**src/rtl/inst_encoder.sv**
```systemverilog
// RV32I instruction packer: turns decoded fields plus a full immediate back into an instruction
// word and queues it, with its byte address and an error flag, in a small output FIFO.
module inst_encoder #(
    parameter int unsigned       DEPTH     = 4,
    parameter int unsigned       ADDR_W    = 32,
    parameter logic [ADDR_W-1:0] BASE_ADDR = '0
) (
    input  logic              clk,
    input  logic              rst_n,
    input  logic              in_valid,
    output logic              in_ready,
    input  logic [6:0]        opcode,
    input  logic [4:0]        rd,
    input  logic [4:0]        rs1,
    input  logic [4:0]        rs2,
    input  logic [2:0]        funct3,
    input  logic [6:0]        funct7,
    input  logic [31:0]       imm,
    output logic              out_valid,
    input  logic              out_ready,
    output logic [31:0]       out_inst,
    output logic [ADDR_W-1:0] out_addr,
    output logic              out_err,
    output logic              err_sticky,
    input  logic              err_clr,
    output logic [15:0]       word_count
);

    localparam int unsigned PTR_W = $clog2(DEPTH);
    localparam int unsigned CNT_W = PTR_W + 1;

    logic [31:0] enc_word;
    logic        enc_err;
    logic        ok11, ok12, ok20;

    // imm[31:k] must be pure sign extension for the immediate to fit its field
    assign ok11 = (&imm[31:11]) | ~(|imm[31:11]);
    assign ok12 = (&imm[31:12]) | ~(|imm[31:12]);
    assign ok20 = (&imm[31:20]) | ~(|imm[31:20]);

    always_comb begin
        enc_word = 32'h0000_0013;
        enc_err  = 1'b1;
        case (opcode)
            7'b0010011, 7'b0000011: begin
                enc_word = {imm[11:0], rs1, funct3, rd, opcode};
                enc_err  = ~ok11;
            end
            7'b0100011: begin
                enc_word = {imm[11:5], rs2, rs1, funct3, imm[4:0], opcode};
                enc_err  = ~ok11;
            end
            7'b1100011: begin
                enc_word = {imm[12], imm[10:5], rs2, rs1, funct3, imm[4:1], imm[11], opcode};
                enc_err  = ~ok12 | imm[0];
            end
            7'b1101111: begin
                enc_word = {imm[20], imm[10:1], imm[11], imm[19:12], rd, opcode};
                enc_err  = ~ok20 | imm[0];
            end
            7'b0110111, 7'b0010111: begin
                enc_word = {imm[31:12], rd, opcode};
                enc_err  = |imm[11:0];
            end
            7'b0110011: begin
                enc_word = {funct7, rs2, rs1, funct3, rd, opcode};
                enc_err  = 1'b0;
            end
            default: ;
        endcase
    end

    logic [31:0]       mem_inst [DEPTH];
    logic [ADDR_W-1:0] mem_addr [DEPTH];
    logic [DEPTH-1:0]  mem_err;

    logic [PTR_W-1:0]  wptr_q, rptr_q;
    logic [CNT_W-1:0]  cnt_q;
    logic [ADDR_W-1:0] addr_q;
    logic [15:0]       wcount_q;
    logic              sticky_q;
    logic              full, push, pop;

    assign full      = (cnt_q == CNT_W'(DEPTH));
    assign in_ready  = ~full;
    assign out_valid = (cnt_q != '0);
    assign push      = in_valid & in_ready;
    assign pop       = out_valid & out_ready;

    // Storage is not reset; the head is masked while the FIFO is empty.
    always_ff @(posedge clk) begin
        if (push) begin
            mem_inst[wptr_q] <= enc_word;
            mem_addr[wptr_q] <= addr_q;
            mem_err[wptr_q]  <= enc_err;
        end
    end

    always_ff @(posedge clk or negedge rst_n) begin
        if (!rst_n) begin
            wptr_q   <= '0;
            rptr_q   <= '0;
            cnt_q    <= '0;
            addr_q   <= BASE_ADDR;
            wcount_q <= '0;
            sticky_q <= 1'b0;
        end else begin
            if (push) begin
                wptr_q   <= wptr_q + 1'b1;
                addr_q   <= addr_q + ADDR_W'(4);
                wcount_q <= wcount_q + 16'd1;
            end
            if (pop) begin
                rptr_q <= rptr_q + 1'b1;
            end
            cnt_q <= cnt_q + CNT_W'(push) - CNT_W'(pop);
            if (push && enc_err) begin
                sticky_q <= 1'b1;
            end else if (err_clr) begin
                sticky_q <= 1'b0;
            end
        end
    end

    assign out_inst   = out_valid ? mem_inst[rptr_q] : '0;
    assign out_addr   = out_valid ? mem_addr[rptr_q] : addr_q;
    assign out_err    = out_valid & mem_err[rptr_q];
    assign err_sticky = sticky_q;
    assign word_count = wcount_q;

endmodule

```
**config.mk**
```make
export PLATFORM = sky130hd
export DESIGN_NAME = inst_encoder
export DESIGN_NICKNAME = d
export VERILOG_FILES = /design/src/rtl/inst_encoder.sv
export SDC_FILE = /design/constraint.sdc
export NUM_CORES = 1
export LEC_CHECK = 0
export ABC_AREA = 1
export BUFFER_PORTS_ARGS = -buffer_cell sky130_fd_sc_hd__buf_2
export CAP_MARGIN = 20
export CELL_PAD_IN_SITES_DETAIL_PLACEMENT = 0
export CELL_PAD_IN_SITES_GLOBAL_PLACEMENT = 1
export CORE_MARGIN = 4
export CORE_UTILIZATION = 46
export DETAILED_ROUTE_END_ITERATION = 10
export PLACE_DENSITY = 0.9
export SYNTH_ARGS = -nofsm -noshare
export SYNTH_HDL_FRONTEND = slang
export SYNTH_SLANG_ARGS = --single-unit
export TNS_END_PERCENT = 30
```
**constraint.sdc**
```tcl
create_clock -name clk -period 5.05 [get_ports clk]
set_input_delay 1.01 -clock clk [delete_from_list [all_inputs] [get_ports clk]]
set_output_delay 1.01 -clock clk [all_outputs]
set_load 0.02 [all_outputs]
```
[Yosys cells after proc, flatten, opt, wreduce, memory -nomap -nowiden]
Memories as Yosys holds them, arrays and structs flattened.
Index checks and enable logic that the tools add are counted.
Storage, ports and cells
  memories kept: 2
  RAM bits: 256
  logic and storage cells: 69
  flip-flop bits (word level): 60
Memories
  mem_addr: words 4, width 32, read ports 1, clocked after memory_dff 0, write ports 1, RTL line 74  | logic [ADDR_W-1:0] mem_addr [DEPTH];
  mem_inst: words 4, width 32, read ports 1, clocked after memory_dff 0, write ports 1, RTL line 73  | logic [31:0] mem_inst [DEPTH];
Operators by class
  reductions and logical operators: 14
  order comparisons: 3
  bitwise logic cells: 15
  equality and inequality tests: 9
  add/subtract/negate cells: 6
  muxes and demuxes: 13
Operator list (count)
  $pmux W32 S6: 1
  $mux W32: 2
  $add A32 B3 Y32 const B: 1
  $reduce_or A12 Y1: 2
  $eq A7 B6 Y1 const B: 3
  $reduce_and A21 Y1: 1
  $reduce_or A21 Y1: 1
  $reduce_and A20 Y1: 1
  $reduce_or A20 Y1: 1
  $add A16 B1 Y16 const B: 1
  $eq A7 B5 Y1 const B: 2
  $eq A7 B7 Y1 const B: 2
  $reduce_and A12 Y1: 1
  $eq A7 B2 Y1 const B: 1
  $not A1 Y1: 7
  $lt A2 B3 Y1 const B: 2
  $mux W1: 6
  $or A1 B1 Y1: 5
  $pmux W1 S5: 1
  $add A2 B1 Y2 const B: 2
  $bwmux W4: 1
  $reduce_or A2 Y1: 2
  $add A3 B1 Y3: 1
  $and A1 B1 Y1: 3
  9 further kinds: 10

[Depth between registers and ports, before layout]
Gate-level depths: netlist of the first run.
  depth after elaboration: 8
  mapped depth: 12

[Worst setup path after synthesis of the first run]
OpenSTA, ideal clock, no wires.
  path type: input -> register
  start point: input port in_valid
  end point: memory mem_addr[0][10], enable pin
  data required time: 4.566 ns
  setup slack: 0.618 ns
  cell stages on the path: 3
  data arrival time: 3.948 ns
  library setup time: 0.484 ns
  cell sequence: nand2_4 -> buf_2 -> nor2_1
Between the ends
  cells in the longest elaborated chain, start to end: 3
Ends and longest elaborated chain
  start: declaration: RTL line 10  | input logic in_valid,
  $and A1 B1 Y1: RTL line 87  | assign push = in_valid & in_ready;
  $mux W1: RTL line 92  | if (push) begin
  $mux W1 (not written as such): RTL line 94  | mem_addr[wptr_q] <= addr_q;
  end: declaration: RTL line 74
Every way passes these cells.

[Worst setup path after layout of the first run]
  start point: register rptr_q[0]
  end point: output port out_addr[23]
Between the ends
  cells in the longest elaborated chain, start to end: 2
Ends and longest elaborated chain
  start: declaration: RTL line 77  | logic [PTR_W-1:0] wptr_q, rptr_q;
  start signal: assignment: RTL line 114  | rptr_q <= rptr_q + 1'b1;
  $mem_v2 Z4 W32
  $mux W32: RTL line 126  | assign out_addr = out_valid ? mem_addr[rptr_q] : addr_q;
  end: declaration: RTL line 22  | output logic [ADDR_W-1:0] out_addr,
Every way passes these cells.

==> qor.txt, run 1 <==
LEAKAGE: 6.11 nW
# rows: 62
CP Launch Type: register
RSZ-0062 raised after global routing: false
Root Driver: clkbuf_16
Asr flop ratio synth: 17.6%
Final HPWL DP: 20.8 mm
Main synth FF type: edfxtp_1
Worst hold path endpoint: word_count[15]$_DFFE_PN0P_
Final Critical Period: 4.04 ns
Final Hold Fails: 0
H-tree depth: 1
Clock Latency Late Sink: 0.54 ns
Initial antenna violation count: 0
Setup violations, final: 0
ANT cells: 0
# IOs: 153
Die width: 179 um
DIE AREA: 0.0320 mm2
EDFF count, synth: 252
Number of synthesized register bits: 306
Syn Inst Count: 1264
Total wire length: 32.8 mm
Share of cells above drive strength 1: 16.9%
Fill cells: 2494
Final core utilization: 54.2%
DR iter-0 viols: 766
Synthesized area: 0.0134 mm2
Max-Cap Viols: 0
Hold WS: 0.479 ns
Critical Path AT: 3.03 ns
CTS tree: built
Hold path depth: 1
Congestion Overflow GR: 0
Rel. slew slack: 30.4%
Outcome: finished, final reports clean
First-pass GRT wire length: 50.7 mm
Reg clk slew, reported paths: 0.06 ns
Period utilization: 80.1%
Number of gates resized after CTS: 0
Register-to-Register Path Depth: 11
Core area: 0.0288 mm2
Cell variety after synth: 40
DRC: 0
Routed len/inst: 18.1 um
RR Endpoint: cnt_q[2]$_DFF_PN0_
Routed via count: 9630
Power per cell area: 582 mW/mm2
Total setup buffers inserted after CTS: 0
Post-CTS Hold Fix Bufs: 0
Critical path required time: 4.04 ns
Worst R2R Start: cnt_q[1]$_DFF_PN0_
Vias in the first global route: 9256
Pre-CTS setup slack: 1.57 ns
Port bufs: 150
CP Capture Type: primary output
Fin nets: 1489
DR vias/cell: 5.29
Max Fclk: 247 MHz
Hold_sp: word_count[15]$_DFFE_PN0P_
Largest net degree at the start of global routing: 105
Hold WC Path Type: reg -> reg
Setup_tns: 0 ns
CTS buffer count: 31
Die Span Y: 179 um
Final ANT Viol Nets: 0
Worst-path fanout max: 74
Worst Skew: 0.00825 ns
CTS Buffer Depth: 3
Drt pass-1 iters: 8
Fin. max-slew vios: 0
Setup CP Type: reg -> out
Final worst slack: 1.01 ns
Syn Area/Cell: 10.6 um2
RD Place Congestion: 0.915
Register-to-register setup slack: 2.23 ns
Register area share after synthesis: 66.3%
CTS Sinks: 306
Slew @ Worst Pin: 1.04 ns
Initial core utilization: 46.7%
Area growth, synth to finish: 16.1%
Ys Warns: 0
Tot GR Track Use: 20.3%
VDD IR max: 0.000626 V
[report_power, final]
group | total (mW) | switching, mW | internal, mW
sequential | 3.53 | 0.248 | 3.28
clock | 2.18 | 0.897 | 1.29
combinational | 3.37 | 2.40 | 0.967
total | 9.08 | 3.54 | 5.53
[stage by stage]
| stage | cells | total power, mW | cell area (um2) |
|---|---|---|---|
| floorplan | 1272 | 5.76 | 13500 |
| global placement | 1762 | 6.91 | 14600 |
| detailed placement | 1762 | 6.98 | 14600 |
| CTS | 1819 | 9.17 | 15600 |
| global route | 1819 | 9.64 | 15600 |
| finish | 1819 | 9.08 | 15600 |
[cell usage in the layout (no fill, tap or decap), types with 9 or more instances in the layout]
master	n
nand3_1	27
xor2_1	34
conb_1	10
buf_2	150
o21ai_0	176
a21oi_1	36
buf_4	9
xnor2_1	10
o211ai_1	10
dfrtp_1	52
nor2_1	258
o22ai_1	29
inv_1	86
edfxtp_1	252
nand2_1	167
clkbuf_16	32
[worst max-delay path, cell delays in order, from the launching register on]
cell     delay [ns]
dfrtp_4        0.81
buf_4          0.73
o21ai_0        0.22
o22ai_1        0.23
nand2_1        0.07
o21ai_0        0.16
buf_2          0.23
[flip-flops by register name (all words and copies together) (netlist names)]
signal / cells
addr_q: 30
cnt_q: 3
err_sticky: 1
mem_addr: 120
mem_err: 4
mem_inst: 128
rptr_q: 2
word_count: 16
wptr_q: 2
[layer usage]
layer / vias up / part of all wire (%) / track usage [%]
li1: 4604 / - / -
met5: - / 0 / 0
met2: 362 / 49 / 34.9
met3: 55 / 8.2 / 3.21
met1: 4609 / 41 / 27.2
met4: 0 / 2.1 / 4.57
[kinds of logic (layout without fill, tap and decap cells)]
logic type	count (synthesis)	in the layout	share of synthesized area (%)
simple gates	494	494	15.2
flops	306	306	66.3
buf+inv	150	313	4.43
fa+ha+maj	9	9	0.893
other cells	2	10	0.0559
xor+xnor	44	44	2.87
compound gates	259	259	10.2
[synth_stat cells (15+ instances only)]
cell type  number  area (um2)
o21ai_0       176         881
nand3_1        27         135
o22ai_1        29         181
clkbuf_1       31         116
nand2_1       168         631
xor2_1         34         298
edfxtp_1      252        7570
nor2_1        262         983
inv_1          86         323
a21oi_1        36         180
buf_2          15        75.1
dfrtp_1        54        1350
[final cells by class]
cell class | count | area [um2] | share of cell area [%]
clock buffers | 43 | 902 | 5.78
clock inverters | 14 | 88.8 | 0.569
inverters | 95 | 359 | 2.30
multi-input cells | 816 | 3990 | 25.6
flip-flops and latches | 306 | 8920 | 57.2
well taps | 384 | 480 | 3.08
repair buffers | 161 | 858 | 5.50
[worst max path at each step]
stage                                from                        end  slack, ns  depth (start not counted)
finish              rptr_q[0]$_DFFE_PN0P_               out_addr[23]       1.01                          6
global route        rptr_q[0]$_DFFE_PN0P_                out_addr[8]       0.81                          6
CTS                 rptr_q[0]$_DFFE_PN0P_                out_addr[7]       0.97                          6
detailed placement  rptr_q[0]$_DFFE_PN0P_               out_addr[10]       1.57                          6
global placement    rptr_q[0]$_DFFE_PN0P_               out_inst[30]       1.60                          6
floorplan                        in_valid  mem_addr[0][10]$_DFFE_PP_       0.62                          3
No activity file was read; power rests on OpenSTA's default activity.
==> inputs of run 2 (changes only) <==
Settings changed: ABC_AREA 1 to 0, CORE_UTILIZATION 46 to 50, PLACE_DENSITY 0.9 to 0.91.
Clock period 5.05 ns to 4.1 ns, I/O delays scaled along.
==> qor.txt, run 2 <==
RSZ-0062 raised after global routing: false (unchanged)
Fin. max-slew vios: 0 (unchanged)
H-tree depth: 1 (unchanged)
Area contributors post-synth: edfxtp_1 59%, mux4_2 11%, dfrtp_1 11% (was edfxtp_1 56%, dfrtp_1 10%, nor2_1 7.3%)
Die width: 168 um (was 179 um)
Max Fclk: 283 MHz
Synth top area share: 59.0% (was 56.3%)
DR iter-0 viols: 599 (was 766)
Routed via count: 7059 (was 9630)
Critical path required time: 3.28 ns (was 4.04 ns)
Rel. slew slack: 32.1% (was 30.4%)
Critical Path AT: 2.71 ns (was 3.03 ns)
Post-CTS Hold Fix Bufs: 0 (unchanged)
Max-Cap Viols: 0 (unchanged)
Core area: 0.0252 mm2 (was 0.0288 mm2)
DRC: 0 (unchanged)
Largest net degree at the start of global routing: 64 (was 105)
Register-to-Register Path Depth: 9 (was 11)
Crit path from: rptr_q[0]$_DFFE_PN0P_ (unchanged)
Asr flop ratio synth: 17.6% (unchanged)
Final Hold Fails: 0 (unchanged)
Clock Latency Late Sink: 0.53 ns (was 0.54 ns)
Syn Area/Cell: 17.9 um2 (was 10.6 um2)
Total wire length: 25.5 mm (was 32.8 mm)
Routed len/inst: 20.7 um (was 18.1 um)
P_sw: 3.39 mW (was 3.54 mW)
Register-to-register setup slack: 1.06 ns (was 2.23 ns)
Cell variety after synth: 57 (was 40)
# rows: 58 (was 62)
Die Span Y: 168 um (was 179 um)
Reg clk slew, reported paths: 0.06 ns (about the same)
Worst-path fanout max: 33 (was 74)
Reg with most FFs: mem_inst (unchanged)
First-pass GRT wire length: 40.6 mm (was 50.7 mm)
Hold WC Path Type: in -> async (was reg -> reg)
Register area share after synthesis: 69.6% (was 66.3%)
Congestion Overflow GR: 0 (unchanged)
Number of synthesized register bits: 306 (unchanged)
Main synth FF type: edfxtp_1 (unchanged)
CP Capture Type: primary output (unchanged)
Setup violations, final: 0 (unchanged)
Synth cell count leaders: 252 x edfxtp_1, 63 x mux4_2, 54 x dfrtp_1 (was 262 x nor2_1, 252 x edfxtp_1, 176 x o21ai_0)
Slew @ Worst Pin: 1.02 ns (was 1.04 ns)
Max reg flops: 128 (unchanged)
Part of the power in combinational logic: 33.8% (was 37.1%)
# IOs: 153 (unchanged)
Sw Share: 32.4% (was 39.0%)
DR vias/cell: 5.71 (was 5.29)
Setup CP Type: reg -> out (unchanged)
Syn Inst Count: 716 (was 1264)
Root Driver: clkbuf_16 (unchanged)
Setup_tns: 0 ns (unchanged)
Worst R2R Start: cnt_q[1]$_DFF_PN0_ (unchanged)
Initial antenna violation count: 0 (unchanged)
Power per cell area: 702 mW/mm2 (was 582 mW/mm2)
CTS Buffer Depth: 3 (unchanged)
ANT cells: 0 (unchanged)
Worst Skew: 0.0183 ns (was 0.00825 ns)
LEAKAGE: 5.53 nW (was 6.11 nW)
Period utilization: 86.2%
Largest registers: mem_inst (128), mem_addr (120), addr_q (30) (unchanged)
Internal: 7.08 mW (was 5.53 mW)
Hold WS: 0.122 ns (was 0.479 ns)
Fin nets: 962 (was 1489)
Sequential Power Share: 42.2% (was 38.9%)
Commonest non-fill, non-tap cell in the layout: edfxtp_1 (was nor2_1)
Final Critical Period: 3.53 ns
RR Endpoint: cnt_q[2]$_DFF_PN0_ (unchanged)
Final ANT Viol Nets: 0 (unchanged)
Clk pwr share: 24.0% (about the same)
Synth area leader: edfxtp_1 (unchanged)
EDFF count, synth: 252 (unchanged)
Tot GR Track Use: 18.0% (was 20.3%)
Outcome: finished, final reports clean (unchanged)
CTS tree: built (unchanged)
DIE AREA: 0.0283 mm2 (was 0.0320 mm2)
Final HPWL DP: 16.1 mm (was 20.8 mm)
Port bufs: 150 (unchanged)
Number of gates resized after CTS: 0 (unchanged)
Initial core utilization: 50.9% (was 46.7%)
CP Launch Type: register (unchanged)
VDD IR max: 0.000384 V (was 0.000626 V)
Drt pass-1 iters: 6 (was 8)
CTS Sinks: 306 (unchanged)
Most common cell in the netlist: edfxtp_1 (was nor2_1)
CTS buffer count: 29 (was 31)
Share of cells above drive strength 1: 36.0% (was 16.9%)
Area growth, synth to finish: 16.3% (was 16.1%)
Vias in the first global route: 7239 (was 9256)
RD Place Congestion: 0.869 (was 0.915)
Most frequent cells in the layout: 252 x edfxtp_1, 150 x buf_2, 63 x mux4_2 (was 258 x nor2_1, 252 x edfxtp_1, 176 x o21ai_0)
Total setup buffers inserted after CTS: 0 (unchanged)
Ys Warns: 0 (unchanged)
Synthesized area: 0.0128 mm2 (was 0.0134 mm2)
[run 2: cell count changes after synthesis, sizes merged, moves of 18 or more]
cell / previous run / this run
xor2: 34 / 9
o22ai: 29 / 0
xnor2: 10 / 41
and3: 1 / 19
mux2: 0 / 31
nor2: 270 / 9
mux4: 0 / 63
nand2: 173 / 32
and2: 0 / 36
o21ai: 178 / 4
inv: 93 / 21
a21oi: 36 / 2
[run 2: worst max-delay path by stage]
| stage | end | slack [ns] | cells after the start |
|---|---|---|---|
| 2_1_floorplan | cnt_q[2]$_DFF_PN0_ | 1.53 | 12 |
| 3_3_place_gp | out_addr[27] | 1.08 | 4 |
| 3_5_place_dp | out_addr[29] | 1.04 | 4 |
| 4_1_cts | out_addr[30] | 0.47 | 4 |
| 5_1_grt | out_addr[23] | 0.38 | 4 |
| 6_report | out_addr[30] | 0.57 | 4 |
[run 2: worst max-delay path: stages (launching register included)]
cell	delay, ns
dfrtp_4	0.89
buf_4	0.34
mux4_2	0.52
mux2_2	0.27
buf_2	0.16
[run 2: layout make-up]
| cell class | instances | area, um2 |
|---|---|---|
| clock buffers | 45 | 836 |
| flip-flops and latches | 306 | 8920 |
| fillers | 1852 | 10300 |
| clock inverters | 8 | 68.8 |
| multi-input cells | 363 | 3680 |
| repair buffers | 163 | 911 |
| inverters | 21 | 78.8 |
| well taps | 330 | 413 |
[run 2: cell families (layout without fill, tap and decap cells)]
logic type | after synthesis | in the layout | synth area share, %
DFF | 306 | 306 | 69.6
and+or+nand+nor | 158 | 158 | 7.46
muxes | 94 | 94 | 13.8
buffers and inverters | 55 | 237 | 1.94
xor gates and xnor gates | 50 | 50 | 3.42
AOI/OAI and AO/OA | 42 | 42 | 2.85
adders and majority gates | 9 | 9 | 0.937
other | 2 | 10 | 0.0586
[run 2: power groups by stage]
stage	logic, mW	clock network, mW	registers [mW]
floorplan	2.55	0	4.34
global placement	3.55	0	4.45
detailed placement	3.59	0	4.49
CTS	3.60	2.58	4.43
global route	3.80	2.71	4.49
finish	3.54	2.52	4.41
[run 2: metrics by stage]
stage | std cells | cell area, um2 | util, % | power [mW] | setup slack, ns
finish | 1236 | 14900 | 59.2 | 10.5 | 0.568
global route | 1236 | 14900 | 59.2 | 11.0 | 0.382
CTS | 1235 | 14900 | 59.2 | 10.6 | 0.471
detailed placement | 1182 | 14000 | 55.6 | 8.08 | 1.04
global placement | 1182 | 14000 | 55.6 | 8.01 | 1.08
floorplan | 724 | 12900 | - | 6.89 | 1.53
[run 2: routing by layer]
layer,global-route usage [%],share of wire [%],wire length [um],vias up
li1,-,-,-,3158
met1,26.0,43,11000,3642
met2,29.2,49,12500,213
met3,3.26,5.8,1480,46
met4,3.88,2.0,512,0
met5,0,0,0,-
